`config.mk`:
```
export PLATFORM = sky130hd
export DESIGN_NAME = hwpf_stride_sequencer
export DESIGN_NICKNAME = d
export VERILOG_FILES = /design/src/rtl/hpdcache_pkg.sv /design/src/rtl/hwpf_stride_snooper.sv /design/src/rtl/hwpf_stride_sequencer.sv
export SDC_FILE = /design/constraint.sdc
export NUM_CORES = 1
export LEC_CHECK = 0
export ABC_AREA = 0
export BUFFER_PORTS_ARGS = -buffer_cell sky130_fd_sc_hd__buf_4
export CORE_MARGIN = 2
export CORE_UTILIZATION = 35
export DETAILED_ROUTE_END_ITERATION = 6
export GPL_TIMING_DRIVEN = 0
export PLACE_DENSITY_LB_ADDON = 0.12
export SYNTH_ARGS = -nofsm -noshare
export SYNTH_HDL_FRONTEND = slang
export SYNTH_SLANG_ARGS = --single-unit
```
`constraint.sdc`:
```
create_clock -name clk_i -period 3.2 [get_ports clk_i]
set_input_delay 0.16 -clock clk_i [delete_from_list [all_inputs] [get_ports clk_i]]
set_output_delay 0.16 -clock clk_i [all_outputs]
set_load 0.02 [all_outputs]
```
`src/rtl/hpdcache_pkg.sv`:
```
// Shared prefetcher types: cache-line address, stride and sequencer state encoding.
// No logic; widths here set the defaults of every block that imports this package.
// No flow control.
package hpdcache_pkg;

   localparam int unsigned HPDCACHE_NLINE_WIDTH = 26;
   localparam int unsigned HWPF_STRIDE_WIDTH    = 16;

   typedef logic [HPDCACHE_NLINE_WIDTH-1:0] hpdcache_nline_t;
   typedef logic [HWPF_STRIDE_WIDTH-1:0]    hwpf_stride_t;

   typedef enum logic [1:0] {
      HWPF_SEQ_IDLE  = 2'd0,
      HWPF_SEQ_ARMED = 2'd1,
      HWPF_SEQ_ISSUE = 2'd2
   } hwpf_seq_state_e;

endpackage

```
`src/rtl/hwpf_stride_snooper.sv`:
```
// Line snooper: flags a core access to the armed base line.
// Combinational, zero latency.
// No flow control; the caller qualifies the hit with the snoop valid.
module hwpf_stride_snooper
   import hpdcache_pkg::*;
#(
   parameter int unsigned NLINE_W = HPDCACHE_NLINE_WIDTH
) (
   input  logic               en_i,
   input  logic [NLINE_W-1:0] base_nline_i,
   input  logic [NLINE_W-1:0] snoop_addr_i,
   output logic               hit_o
);

   assign hit_o = en_i & (snoop_addr_i == base_nline_i);

endmodule

```
`src/rtl/hwpf_stride_sequencer.sv`:
```
// Stride-prefetch stream sequencer: arms on a base line, bursts base+k*stride requests.
// Latency: match -> first request valid 1 cycle; back-to-back requests with ready held high.
// Backpressure: request held valid and stable until req_ready_i; all outputs registered.
module hwpf_stride_sequencer
   import hpdcache_pkg::*;
#(
   parameter int unsigned NLINE_W  = HPDCACHE_NLINE_WIDTH,
   parameter int unsigned STRIDE_W = 16,
   parameter int unsigned NBLK_W   = 8
) (
   input  logic                clk_i,
   input  logic                rst_i,
   input  logic                cfg_en_i,
   input  logic [NLINE_W-1:0]  cfg_base_nline_i,
   input  logic [STRIDE_W-1:0] cfg_stride_i,
   input  logic [NBLK_W-1:0]   cfg_nblocks_i,
   input  logic                cfg_rearm_i,
   input  logic                snoop_valid_i,
   input  logic [NLINE_W-1:0]  snoop_nline_i,
   output logic                req_valid_o,
   input  logic                req_ready_i,
   output logic [NLINE_W-1:0]  req_nline_o,
   output logic                busy_o,
   output logic [NLINE_W-1:0]  base_nline_o,
   output logic                done_o
);

   hwpf_seq_state_e     state_q, state_d;
   logic [NLINE_W-1:0]  base_q, base_d;
   logic [NLINE_W-1:0]  line_q, line_d;
   logic [STRIDE_W-1:0] stride_q, stride_d;
   logic [NBLK_W-1:0]   nblk_q, nblk_d;
   logic [NBLK_W-1:0]   cnt_q, cnt_d;
   logic                rearm_q, rearm_d;
   logic                vld_q, vld_d;
   logic                done_q, done_d;
   logic                busy_q, busy_d;
   logic                snoop_hit;
   logic                match;
   logic                hsk;
   logic [NLINE_W-1:0]  stride_ext;

   hwpf_stride_snooper #(
      .NLINE_W (NLINE_W)
   ) u_snooper (
      .en_i         (state_q == HWPF_SEQ_ARMED),
      .base_nline_i (base_q),
      .snoop_addr_i (snoop_nline_i),
      .hit_o        (snoop_hit)
   );

   assign match      = snoop_valid_i & snoop_hit;
   assign hsk        = vld_q & req_ready_i;
   assign stride_ext = NLINE_W'(stride_q);

   always_comb begin
      state_d  = state_q;
      base_d   = base_q;
      line_d   = line_q;
      stride_d = stride_q;
      nblk_d   = nblk_q;
      cnt_d    = cnt_q;
      rearm_d  = rearm_q;
      vld_d    = vld_q;
      done_d   = 1'b0;
      unique case (state_q)
         HWPF_SEQ_IDLE: begin
            if (cfg_en_i && (cfg_nblocks_i != '0)) begin
               state_d  = HWPF_SEQ_ARMED;
               base_d   = cfg_base_nline_i;
               stride_d = cfg_stride_i;
               nblk_d   = cfg_nblocks_i;
               rearm_d  = cfg_rearm_i;
            end
         end
         HWPF_SEQ_ARMED: begin
            if (!cfg_en_i) begin
               state_d = HWPF_SEQ_IDLE;
            end else if (match) begin
               state_d = HWPF_SEQ_ISSUE;
               line_d  = base_q + stride_ext;
               cnt_d   = '0;
               vld_d   = 1'b1;
            end
         end
         HWPF_SEQ_ISSUE: begin
            // The request is always pending here, so an abort waits for its handshake.
            if (hsk) begin
               if (!cfg_en_i) begin
                  state_d = HWPF_SEQ_IDLE;
                  vld_d   = 1'b0;
               end else if (cnt_q == nblk_q - NBLK_W'(1)) begin
                  state_d = rearm_q ? HWPF_SEQ_ARMED : HWPF_SEQ_IDLE;
                  base_d  = rearm_q ? line_q : base_q;
                  vld_d   = 1'b0;
                  done_d  = 1'b1;
               end else begin
                  cnt_d  = cnt_q + NBLK_W'(1);
                  line_d = line_q + stride_ext;
               end
            end
         end
         default: begin
            state_d = HWPF_SEQ_IDLE;
            vld_d   = 1'b0;
         end
      endcase
      busy_d = (state_d != HWPF_SEQ_IDLE);
   end

   always_ff @(posedge clk_i) begin
      if (rst_i) begin
         state_q  <= HWPF_SEQ_IDLE;
         base_q   <= '0;
         line_q   <= '0;
         stride_q <= '0;
         nblk_q   <= '0;
         cnt_q    <= '0;
         rearm_q  <= 1'b0;
         vld_q    <= 1'b0;
         done_q   <= 1'b0;
         busy_q   <= 1'b0;
      end else begin
         state_q  <= state_d;
         base_q   <= base_d;
         line_q   <= line_d;
         stride_q <= stride_d;
         nblk_q   <= nblk_d;
         cnt_q    <= cnt_d;
         rearm_q  <= rearm_d;
         vld_q    <= vld_d;
         done_q   <= done_d;
         busy_q   <= busy_d;
      end
   end

   assign req_valid_o  = vld_q;
   assign req_nline_o  = line_q;
   assign busy_o       = busy_q;
   assign base_nline_o = base_q;
   assign done_o       = done_q;

endmodule

```
==> After elaboration in Yosys (flattened, before gate mapping) <==
Cells that the tools add are included.
{ "word_totals": {"ff_bits": 90, "elab_cells": 78, "output_inout_bits": 55, "inputBits": 82} }
{ "op_classes": {"n_eq_ne": 13, "bitwise": 7, "addsub": 4, "n_mux": 33, "reduce_logical": 11} }
{ "op_table": {"columns": ["cell", "n"], "rows": [
  ["$mux 26", 10],
  ["$pmux 26 s2", 2],
  ["$add 26x16->26", 2],
  ["$mux 8", 5],
  ["$eq 26x26->1", 1],
  ["$ne 2x2->1 const B", 8],
  ["$pmux 8 s2", 1],
  ["$mux 2", 6],
  ["$reduce_and 6->1", 2],
  ["$add 8x1->8 const B", 1],
  ["$eq 8x8->1", 1],
  ["$reduce_bool 8->1", 1],
  ["$sub 8x1->8 const B", 1],
  ["$mux 1", 7],
  ["$pmux 2 s3", 1],
  ["$reduce_bool 2->1", 3],
  ["$reduce_and 5->1", 1],
  ["$not 1->1", 4],
  ["$reduce_or 4->1", 1],
  ["$and 1x1->1", 3],
  ["$ne 3x3->1 const B", 1],
  ["$pmux 1 s3", 1],
  ["$eq 2x1->1 const B", 1],
  ["$eq 2x2->1 const B", 1],
  ["3 further kinds", 3]
]} }

==> Depth between registers and ports, before layout <==
Gate-level depths: netlist of the first run.
{ "logic_depth": {"ltp_word": 7, "ltp_mapped": 17} }

==> Modules after synthesis <==
Synthesis of the first run repeated with hierarchy kept, for this count alone.
{ "unflattened": {"hier_cells": 722, "area_unflattened_um2": 5714.2} }
{ "by_module_without_submodules": {"columns": ["module", "n_inst", "cells_each", "area_per_inst_um2", "seq_area_each_um2"], "rows": [
  ["hwpf_stride_sequencer", 1, 687, 5424.0, 1801.7],
  ["hwpf_stride_snooper", 1, 35, 290.3, 0.0]
]} }

==> Worst setup path before layout of the first run <==
Ideal clock, no wire load.
{ "synth_timing": {"path_kind": "register to register", "startpoint": "register state_q[0]", "endpoint": "register line_q[23] (netlist: req_nline_o[23])", "path_slack_ps": -384, "t_arrival_ps": 3505, "path_stages_with_launch": 17, "synth_period_minus_slack_ps": 3584, "required_time_ps": 3121, "path_buffers": 4, "cell_sequence": "dfxtp_1 nand2b_1 buf_2 clkbuf_1 clkbuf_1 buf_1 nand2_1 nand2_1 ha_1 a211oi_1 o211ai_1 a311oi_2 a211oi_1 nand3_1 o31ai_1 a211o_1 o211ai_1"} }
{ "synth_via": {"elab_chain_len": 5, "word_cells_on_any_way": 12} }
{ "synth_lines": {"columns": ["item", "line", "text"], "rows": [
  ["start: declaration", "hwpf_stride_sequencer.sv:28", "hwpf_seq_state_e state_q, state_d;"],
  ["start signal: assignment", "hwpf_stride_sequencer.sv:124", "state_q <= state_d;"],
  ["$eq 2x1->1", "hwpf_stride_sequencer.sv:46, hwpf_stride_sequencer.sv:66", null],
  ["$and 1x1->1", "hwpf_stride_snooper.sv:15", "assign hit_o = en_i & (snoop_addr_i == base_nline_i);"],
  ["$and 1x1->1", "hwpf_stride_sequencer.sv:52", "assign match = snoop_valid_i & snoop_hit;"],
  ["$ne 2x2->1 (no line)", null, null],
  ["$reduce_and 6->1 (no line)", null, null],
  ["end signal: assignment", "hwpf_stride_sequencer.sv:126", "line_q <= line_d;"],
  ["end: declaration", "hwpf_stride_sequencer.sv:30", "logic [NLINE_W-1:0] line_q, line_d;"]
]} }
Parallel ways exist; a longest one is shown, timed or not.
A chain may end at the register's enable or synchronous reset.

==> Worst setup path in the final report of the first run <==
{ "layout_timing": {"startpoint": "register state_q[1]", "endpoint": "register line_q[25] (netlist: req_nline_o[25])"} }
Same word-level chain as after synthesis.

==> out/qor.txt, run 1 <==
Comb pwr share: 19.5%
Worst setup margin: 138 ps
Synth top area share: 32.9%
Sequential cell area: 0.00181 mm^2
Vias in the first global route: 5682
Clk sink count: 90
Worst hold path depth: 3
Global-route wire length before repair: 30600 um
Area Overhead vs Synth: 40.2%
Ys Warns: 0
Hold WC Path Type: in -> reg
Antenna Nets Post-Route: 0
#FFs+latches synth: 90
Crit path capture type: flip-flop
Multi-input gate area: 0.00382 mm^2
VDD IR max: 0.279 mV
Die area: 0.0167 mm^2
LEAKAGE: 3.20 nW
Final period utilization: 95.7%
Critical path peak fanout: 11
Max_cap viols: 0
R2R depth: 14
Buffers on Ports: 136
# fillers: 1491
GRT overflow: 0
Net Sw Power: 907 uW
IO Count: 137
Fmax: 327 MHz
Most common cell in the synthesized netlist: nand2_1
GRT Resource Usage Total: 24.2%
Main combinational cell family by area after synthesis: simple AND/OR/NAND/NOR gates
Wire per inst: 18.5 um
DR iter-0 viols: 399
Final Hold Viols: 0
Num rows: 45
CP required: 3440 ps
Main area contributors after synthesis: dfxtp_1 (33%), nand2_1 (12%), xnor2_1 (6.7%), nor2_1 (5.2%), a21oi_1 (4.5%)
Clock root buffer: clkbuf_16
Share of the yosys chip area belonging to registers: 32.9%
Synth cell types: 66
Initial antenna violation count: 0
Slew @ Worst Pin: 707 ps
CP arrival: 3300 ps
Net Count, Synth: 816
Critical path's most frequent cell: o211ai_1
Critical path, cell by cell: nor2b_4 > clkbuf_8 > clkbuf_16 > nand2_4 > nand2_2 > ha_4 > o211ai_1 > o211ai_1 > a311oi_4 > a211oi_4 > nor4b_4 > o21ai_1 > nand3_1 > o211ai_1
Post-Synth XOR/XNOR Area: 9.73%
Min Tclk post-route: 3060 ps
Int Pwr: 2.33 mW
Vias: 5946
Max-Slew Margin vs Limit: 52.6%
Synth Area in Compound Gates: 20.3%
Layout Nets: 977
Simple-gate area share of the yosys netlist: 26.1%
Clock Latency Late Sink: 360 ps
Die width: 129 um
Drt total wl: 20200 um
WS Path Type: reg -> reg
Async S/R FF share, synth: 0%
Mux contribution to synthesized area: 2.58%
Power Density: 421 mW/mm^2
CTS clk-pin slew, worst paths: 70 ps
Die H: 129 um
Post-synth top cells: nand2_1 (173), dfxtp_1 (90), nor2_1 (76)
CTS buffer count: 9
DR vias/cell: 5.45
Seq pwr share: 38.4%
Antenna cells: 0
Share of post-route cells with drive strength above 1: 27.9%
Critical path buffers and inverters: 2
Slowest cell on crit path: o211ai_1
Pre-Repair DR Iteration Count: 5
Largest net degree at the start of global routing: 19
Placer congestion estimate: 0.971
Setup crit start kind: flip-flop
Remaining DRCs: 0
Post-DP Area: 0.00682 mm^2
Slew Viols, Final: 0
EDFF count, synth: 0
Mapped cell area: 0.00548 mm^2
Crit-path max cell delay: 370 ps
Fin area: 0.00768 mm^2
Power, Total: 3.23 mW
Top_reg_cell synth: dfxtp_1
RSZ-0062 raised after global routing: no
Initial core utilization: 35.9%
Adder-cell area share of the yosys netlist: 4.48%
Post-Syn Instances: 715
Dominant cell type by area after synthesis: dfxtp_1
Post-DP HPWL: 15300 um
Max Root-Sink Buffers: 2
Status: complete, no violations
Clk pwr share: 42.1%
Max Clock Skew: 13.1 ps
CTS tree: done
Avg Cell Area, Syn: 7.66 um^2
H-tree Lvls: 3
Switching share of total power: 28.0%
Endpoints failing setup: 0
Core Footprint: 0.0153 mm^2
Critical path depth in cells: 14
Delay-heaviest family, CP: compound AO/OA/AOI/OAI gates
Pre-CTS setup slack: -848 ps
Final core occ: 50.3%
-- final cells by class --
class                           count  area share [%]
Clock inverter                      6            1.79
Inverter                           11           0.538
Timing Repair Buffer              153            15.0
Multi-Input combinational cell    578            49.7
Clock buffer                       10            3.11
Tap cell                          211            3.44
Buffer                             33            2.87
Sequential cell                    90            23.6
-- sequential cells by signal, indices dropped and copies added, names as in the netlist --
register / flops
done_o: 1
busy_o: 1
cnt_q: 8
rearm_q: 1
nblk_q: 8
stride_q: 16
req_nline_o: 26
state_q: 2
req_valid_o: 1
base_nline_o: 26
-- worst reg2reg max path: cells and delay by family, from the launching register on --
kind / cells / cell delay, ps
AO/OA/AOI/OAI: 6 / 1220
adder cells (fa/ha/maj): 1 / 280
buffers and inverters: 2 / 360
flip-flops: 1 / 350
AND/OR/NAND/NOR: 5 / 730
-- what timing repair did --
action | 4_1_cts | 5_1_grt
hold buffers | 0 | 0
resized for setup | 51 | 26
buffers inserted | 13 | 5
cloned | 0 | 0
endpoints found under the setup margin | 18 | 13
pin swaps | 14 | 13
-- cell usage in the layout, fill, tap and decap left out, drive strengths merged, types with 3 or more instances in the layout --
| cell type | Yosys | layout |
|---|---|---|
| a211oi | 14 | 14 |
| a21oi | 49 | 49 |
| a22oi | 5 | 5 |
| a311oi | 28 | 28 |
| a31oi | 4 | 4 |
| and2 | 4 | 4 |
| and3 | 8 | 8 |
| buf | 15 | 166 |
| bufinv | 0 | 4 |
| clkbuf | 21 | 30 |
| dfxtp | 90 | 90 |
| ha | 18 | 18 |
| inv | 11 | 11 |
| mux2i | 13 | 13 |
| nand2 | 174 | 174 |
| nand3 | 18 | 18 |
| nand4 | 16 | 16 |
| nor2 | 76 | 76 |
| nor3 | 9 | 9 |
| nor3b | 3 | 3 |
| nor4 | 6 | 6 |
| o211ai | 6 | 6 |
| o21a | 4 | 4 |
| o21ai | 19 | 19 |
| o21bai | 4 | 4 |
| o22ai | 3 | 3 |
| o31a | 3 | 3 |
| or2 | 3 | 3 |
| xnor2 | 42 | 42 |
| xor2 | 18 | 18 |
-- kinds of logic (layout without fill, tap and decap cells) --
kind of cell               Yosys count  in the layout
buffers and inverters               47            213
DFF                                 90             90
AOI/OAI and AO/OA                  158            158
and+or+nand+nor                    327            327
adders and majority gates           19             19
muxes                               14             14
xor gates and xnor gates            60             60
-- path summary, 6_finish.rpt --
path | startpoint | end | slack [ps]
worst min-delay path | cfg_stride_i[5] | stride_q[5] | 50
worst min register to register | rearm_q | rearm_q | 460
worst max register to register | state_q[1] | req_nline_o[25] | 140
worst max-delay path | state_q[1] | req_nline_o[25] | 140
-- metal layers --
layer	track usage, %	vias to the layer above	wire, um
li1	-	2851	-
met5	0	-	0
met2	39.1	233	9470
met1	32.0	2823	8960
met3	3.59	39	1130
met4	10.8	0	634
-- through the flow --
step | setup TNS (ps) | instances | hold WS, ps
2_1_floorplan | 0 | 715 | 296
3_3_place_gp | -8720 | 1062 | 408
3_5_place_dp | -9680 | 1062 | 417
4_1_cts | -11.1 | 1089 | 41.3
5_1_grt | 0 | 1092 | 39.1
6_report | 0 | 1092 | 48.7
-- power by group through the flow --
stage	clock (mW)	combinational (mW)	sequential [mW]
after floorplan	0	0.321	1.27
after global placement	0	0.568	1.26
after detailed placement	0	0.576	1.26
after CTS	1.37	0.609	1.24
after global routing	1.41	0.685	1.25
final	1.36	0.631	1.24
Power figures use the tool's default switching activity.
==> run 2: changes to the inputs <==
--- a/config.mk
+++ b/config.mk
@@ -7,6 +7,7 @@
 export LEC_CHECK = 0
 export ABC_AREA = 0
 export BUFFER_PORTS_ARGS = -buffer_cell sky130_fd_sc_hd__buf_4
+export CORE_ASPECT_RATIO = 0.75
 export CORE_MARGIN = 2
 export CORE_UTILIZATION = 35
 export DETAILED_ROUTE_END_ITERATION = 6
@@ -14,4 +15,5 @@
 export PLACE_DENSITY_LB_ADDON = 0.12
 export SYNTH_ARGS = -nofsm -noshare
 export SYNTH_HDL_FRONTEND = slang
+export SYNTH_HIERARCHICAL = 1
 export SYNTH_SLANG_ARGS = --single-unit
==> out/qor.txt, run 2 <==
Share of the yosys chip area belonging to registers: 31.5% (-1.4 points)
CTS clk-pin slew, worst paths: 70 ps (about the same)
Mux contribution to synthesized area: 2.19% (-0.39 points)
Core Footprint: 0.0160 mm^2 (+5.0%)
Commonest non-fill, non-tap cell in the layout: buf_4
Worst setup margin: -35.2 ps (-173 ps)
Buffers on Ports: 136 (unchanged)
Synth top area share: 31.5% (-1.4 points)
CTS Hold Bufs: 0 (unchanged)
Initial antenna violation count: 0 (unchanged)
Layout Nets: 1008 (+3.2%)
Pre-CTS setup slack: -951 ps (-102 ps)
Critical R2R Launch: state_q[1]
Simple-gate area share of the yosys netlist: 24.6% (-1.5 points)
Die H: 115 um (-11%)
Setup crit start kind: flip-flop
Final cell count without fillers: 1121 (+2.7%)
Crit path capture type: flip-flop
Slowest cell on crit path: dfxtp_4
Main combinational cell family by area after synthesis: compound AO/OA/AOI/OAI gates
Main area contributors after synthesis: dfxtp_1 (32%), nand2_1 (12%), xnor2_1 (6.3%), a311oi_2 (5.3%), a21oi_1 (5.2%)
Vias: 6348 (+6.8%)
Post-Synth XOR/XNOR Area: 8.12% (-1.6 points)
Largest net degree at the start of global routing: 15 (-4)
Crit-path max cell delay: 370 ps (about the same)
Critical path, cell by cell: nor2b_4 > buf_8 > buf_12 > nand2_2 > nand2_4 > ha_4 > a211oi_4 > o211ai_1 > nand3_2 > a311oi_4 > buf_4 > nor2_4 > o311a_1 > a221o_1
Max Root-Sink Buffers: 2 (unchanged)
Max_cap viols: 0 (unchanged)
Die area: 0.0174 mm^2 (+4.2%)
Antenna Nets Post-Route: 0 (unchanged)
Max Clock Skew: 8.58 ps (-4.51 ps)
Slew Viols, Final: 0 (unchanged)
Clock Latency Late Sink: 360 ps (about the same)
Initial core utilization: 35.7% (-0.23 points)
IO Count: 137 (unchanged)
Fin area: 0.00819 mm^2 (+6.6%)
Post-DP HPWL: 16400 um (+7.1%)
Delay-heaviest family, CP: compound AO/OA/AOI/OAI gates
DR vias/cell: 5.66 (+4.0%)
Avg Cell Area, Syn: 7.91 um^2 (+3.3%)
Min-delay src: cfg_stride_i[9]
H-tree Lvls: 3 (unchanged)
Final Hold Viols: 0 (unchanged)
Adder-cell area share of the yosys netlist: 4.29% (-0.18 points)
CP required: 3440 ps (about the same)
Top_reg_cell synth: dfxtp_1
Critical path peak fanout: 5 (-6)
Clk sink count: 90 (unchanged)
Power, Total: 3.03 mW (-6.2%)
Clock root buffer: clkbuf_16
Crit path from: state_q[1]
Fmax: 309 MHz (-5.3%)
Drt total wl: 22700 um (+12%)
Share of post-route cells with drive strength above 1: 34.2% (+6.3 points)
Most common cell in the synthesized netlist: nand2_1
Num rows: 40 (-11%)
GRT Resource Usage Total: 25.5% (+1.4 points)
Pre-Repair DR Iteration Count: 5 (unchanged)
Dominant cell type by area after synthesis: dfxtp_1
Placer congestion estimate: 0.929 (-4.3%)
VDD IR max: 0.256 mV (-8.1%)
DR iter-0 viols: 530 (+33%)
Final period utilization: 101% (+5.4 points)
GRT overflow: 0 (unchanged)
CTS tree: done
Most frequent cells in the layout: buf_4 (179), nand2_1 (159), dfxtp_1 (84)
#FFs+latches synth: 90 (unchanged)
Max-Slew Margin vs Limit: 27.7% (-25 points)
RSZ-0062 raised after global routing: yes
LEAKAGE: 3.32 nW (+3.9%)
Wire per inst: 20.2 um (+9.4%)
Min Tclk post-route: 3240 ps (+173 ps)
# fillers: 1579 (+5.9%)
Post-synth top cells: nand2_1 (176), dfxtp_1 (90), a21oi_1 (59), nor2_1 (59), xnor2_1 (41)
Remaining DRCs: 0 (unchanged)
Ys Warns: 6 (+6)
Endpoints failing setup: 1 (+1)
Async S/R FF share, synth: 0% (unchanged)
Slew @ Worst Pin: 1080 ps (+377 ps)
Synth Area in Compound Gates: 25.3% (+4.9 points)
TNS Setup: -35.2 ps (-35.2 ps)
CP arrival: 3470 ps (+170 ps)
Placed insts: 1068 (+0.56%)
Post-DP Area: 0.00715 mm^2 (+4.9%)
Area Overhead vs Synth: 43.3%
Antenna cells: 0 (unchanged)
EDFF count, synth: 0 (unchanged)
Hold WC Path Type: in -> reg
Vias in the first global route: 5961 (+4.9%)
CTS buffer count: 9 (unchanged)
Failing checks: setup timing
Mapped cell area: 0.00571 mm^2 (+4.3%)
Critical path buffers and inverters: 3 (+1)
Synth cell types: 68 (+3.0%)
Status: finished with violations
Net Count, Synth: 823 (+0.86%)
Die width: 152 um (+17%)
Power Density: 370 mW/mm^2 (-12%)
Global-route wire length before repair: 33500 um (+9.5%)
WS Path Type: reg -> reg
Post-Syn Instances: 722 (+0.98%)
## run 2: cell count changes in the layout (fill, tap and decap cells not counted), sizes merged, moves of 11 or more
| cell | delta |
|---|---|
| a21o | +12 |
| a21oi | +11 |
| a31oi | +11 |
| buf | +27 |
| nor2 | -17 |
| o21ai | -13 |
## run 2: what timing repair did
item | 4_1_cts | 5_1_grt
setup buffers | 27 | 15
pin swaps | 21 | 28
setup endpoints to repair | 57 | 30
cloned | 1 | 1
hold endpoints to repair | 0 | 0
resized for setup | 53 | 51
## run 2: cell type report
class,instances,area (um^2),share of cell area [%]
multi-input cells,585,4150,50.7
flip-flops and latches,90,1810,22.1
repair buffers,179,1380,16.8
well taps,210,263,3.21
plain buffers,33,255,3.12
clock buffers,11,243,2.96
clock inverters,4,52.6,0.642
inverters,9,33.8,0.413
## run 2: logic make-up after synthesis
family | after synthesis
multiplexers | 12
XOR/XNOR | 53
AND/OR/NAND/NOR | 318
flip-flops | 90
AO/OA/AOI/OAI | 182
buffers and inverters | 48
adder cells (fa/ha/maj) | 19
## run 2: stage by stage
step	util (%)	hold slack, ps
after floorplan	-	296
after global placement	44.7	414
after detailed placement	44.7	418
after CTS	49.2	46.5
after global routing	51.1	52.4
final	51.1	51.0
## run 2: worst min-delay path: stages
cell and delay, ps:
buf_4 110, nand2_1 40, a21oi_1 50
## run 2: final timing paths
check | end | cells after the start | slack [ps]
max | req_nline_o[21] | 14 | -40
min | stride_q[9] | 3 | 50
max reg2reg | req_nline_o[21] | 14 | -40
min reg2reg | stride_q[13] | 2 | 470
## run 2: where the power goes
group          switching [mW]  leakage (nW)  internal, mW
sequential             0.0770         0.738          1.17
combinational           0.366          2.45         0.320
clock                   0.476         0.134         0.623
total                   0.919          3.32          2.11
## run 2: per-layer routing
| layer | global-route usage (%) | share of wire (%) | vias up |
|---|---|---|---|
| li1 | - | - | 2970 |
| met3 | 5.42 | 9.7 | 31 |
| met1 | 37.4 | 46 | 3060 |
| met5 | 0 | 0 | - |
| met4 | 6.05 | 1.4 | 0 |
| met2 | 38.1 | 43 | 287 |
==> run 3: changes to the inputs <==
--- a/config.mk
+++ b/config.mk
@@ -6,13 +6,14 @@
 export NUM_CORES = 1
 export LEC_CHECK = 0
 export ABC_AREA = 0
-export BUFFER_PORTS_ARGS = -buffer_cell sky130_fd_sc_hd__buf_4
 export CORE_ASPECT_RATIO = 0.75
 export CORE_MARGIN = 2
 export CORE_UTILIZATION = 35
 export DETAILED_ROUTE_END_ITERATION = 6
+export DONT_BUFFER_PORTS = 1
 export GPL_TIMING_DRIVEN = 0
 export PLACE_DENSITY_LB_ADDON = 0.12
+export SLEW_MARGIN = 20
 export SYNTH_ARGS = -nofsm -noshare
 export SYNTH_HDL_FRONTEND = slang
 export SYNTH_HIERARCHICAL = 1
==> out/qor.txt, run 3 (synthesized netlist as in run 2, its figures left out) <==
Status: complete, no violations
Hold WC Path Type: in -> reg
H-tree Lvls: 3 (unchanged)
Clk sink count: 90 (unchanged)
Fmax: 314 MHz (+1.7%)
Global-route wire length before repair: 32700 um (-2.4%)
Global Route met3 Usage: 6.22% (+0.80 points)
Min-delay src: snoop_valid_i
Slew @ Worst Pin: 1130 ps (+48.2 ps)
Slowest cell on crit path: or4_4
Slew Viols, Final: 0 (unchanged)
Pre-Repair DR Iteration Count: 5 (unchanged)
Power Density: 385 mW/mm^2 (+3.9%)
Worst hold path depth: 2 (-1)
GRT Resource Usage Total: 25.3% (-0.26 points)
Initial antenna violation count: 0 (unchanged)
Vias: 6039 (-4.9%)
GRT overflow: 0 (unchanged)
Initial core utilization: 35.7% (unchanged)
R2R depth: 14 (unchanged)
GRT met2 Usage: 37.4% (-0.72 points)
Final Hold Viols: 0 (unchanged)
Core Footprint: 0.0160 mm^2 (unchanged)
Reg2reg end: req_nline_o[20]
Die H: 115 um (unchanged)
Most frequent cells in the layout: nand2_1 (149), dfxtp_1 (74), a21oi_1 (58)
CTS tree: done
IO Count: 137 (unchanged)
Min Tclk post-route: 3180 ps (-55.5 ps)
Antenna cells: 0 (unchanged)
Met1 Resource Use GR: 35.8% (-1.6 points)
Drt total wl: 22600 um (-0.37%)
CTS buffer count: 9 (unchanged)
Delay-heaviest family, CP: compound AO/OA/AOI/OAI gates
Post-DP HPWL: 15800 um (-3.7%)
CP arrival: 3460 ps (about the same)
Critical path buffers and inverters: 2 (-1)
Remaining DRCs: 0 (unchanged)
Vias in the first global route: 5662 (-5.0%)
Max Root-Sink Buffers: 2 (unchanged)
Hold endpoint: state_q[1]
Die area: 0.0174 mm^2 (unchanged)
GRT busiest layer: met2
Crit-path max cell delay: 440 ps (+70 ps)
Area Overhead vs Synth: 37.0%
WS Path Type: reg -> reg
Max_cap viols: 0 (unchanged)
Largest net degree at the start of global routing: 20 (+5)
Critical path, cell by cell: nor2b_4 > buf_8 > buf_12 > nand2_4 > nand2_2 > ha_4 > fa_2 > a21o_1 > a31oi_4 > or4_4 > a21o_4 > a21o_1 > a221o_1 > a41oi_2
Buffers on Ports: 0 (-100%)
LEAKAGE: 2.98 nW (-10%)
Final period utilization: 99.4% (-1.7 points)
Worst setup margin: 20.3 ps (+55.5 ps)
Antenna Nets Post-Route: 0 (unchanged)
Final cell count without fillers: 1036 (-7.6%)
Endpoints failing setup: 0 (-1)
Critical path peak fanout: 7 (+2)
Reg2reg setup slack: 20 ps (+60 ps)
Placed insts: 932 (-13%)
Share of post-route cells with drive strength above 1: 25.4% (-8.8 points)
Layout Nets: 922 (-8.5%)
Clock Latency Late Sink: 360 ps (about the same)
Max Clock Skew: 9.43 ps (+0.850 ps)
Final core occ: 48.9% (-2.2 points)
Placer congestion estimate: 0.883 (-5.0%)
Commonest non-fill, non-tap cell in the layout: nand2_1
Setup crit start kind: flip-flop
Pre-CTS setup slack: -1120 ps (-174 ps)
Num rows: 40 (unchanged)
Wire per inst: 21.8 um (+7.8%)
Critical path's most frequent cell: a21o_1
Clock root buffer: clkbuf_16
CP required: 3480 ps (+40 ps)
Die width: 152 um (unchanged)
Crit path capture type: flip-flop
CTS clk-pin slew, worst paths: 70 ps (about the same)
Critical R2R Launch: state_q[1]
VDD IR max: 0.226 mV (-12%)
Max-Slew Margin vs Limit: 24.5% (-3.2 points)
DR vias/cell: 5.83 (+2.9%)
Hold slack: 12.4 ps (-38.6 ps)
DR iter-0 viols: 425 (-20%)
## run 3: final cells by class
cell class,count,area (um^2)
Inverter,9,33.8
Fill cell,1519,8190
Buffer,34,277
Timing Repair Buffer,93,865
Clock buffer,9,225
Multi-Input combinational cell,584,4260
Sequential cell,90,1830
Tap cell,210,263
Clock inverter,7,75.1
## run 3: worst max path at each step
stage          slack, ps  cells past startpoint              end             start
2_1_floorplan       -120                     16  req_nline_o[21]        state_q[0]
3_3_place_gp       -1100                     11  req_nline_o[24]  base_nline_o[23]
3_5_place_dp       -1120                     11  req_nline_o[24]  base_nline_o[23]
4_1_cts                3                     14  req_nline_o[20]        state_q[1]
5_1_grt              -70                     14  req_nline_o[20]        state_q[1]
6_report              20                     14  req_nline_o[20]        state_q[1]
## run 3: repair_timing
| action | 4_1_cts | 5_1_grt |
|---|---|---|
| setup endpoints to repair | 33 | 31 |
| pin swaps | 18 | 22 |
| setup buffers | 23 | 22 |
| resized for setup | 72 | 65 |
| gates cloned | 1 | 3 |
| endpoints found under the hold margin | 44 | 0 |
| hold buffers | 44 | 0 |
## run 3: metrics by stage
stage | area, um^2 | setup TNS [ps] | total power, mW
2_1_floorplan | 5870 | -230 | 1.62
3_3_place_gp | 6130 | -25810 | 1.74
3_5_place_dp | 6140 | -26570 | 1.75
4_1_cts | 7370 | 0 | 2.96
5_1_grt | 7830 | -186 | 3.12
6_report | 7830 | 0 | 3.01
## run 3: routing by layer
layer  vias up  share of wire (%)
met5         -                  0
met4         0                2.3
met3        31                9.2
met2       287                 42
met1      2915                 47
li1       2806                  -
## run 3: power breakdown
part | leakage, nW | total (mW) | switching (mW) | internal (mW)
Sequential | 0.742 | 1.29 | 0.118 | 1.17
Combinational | 2.09 | 0.593 | 0.315 | 0.277
Clock | 0.150 | 1.13 | 0.519 | 0.612
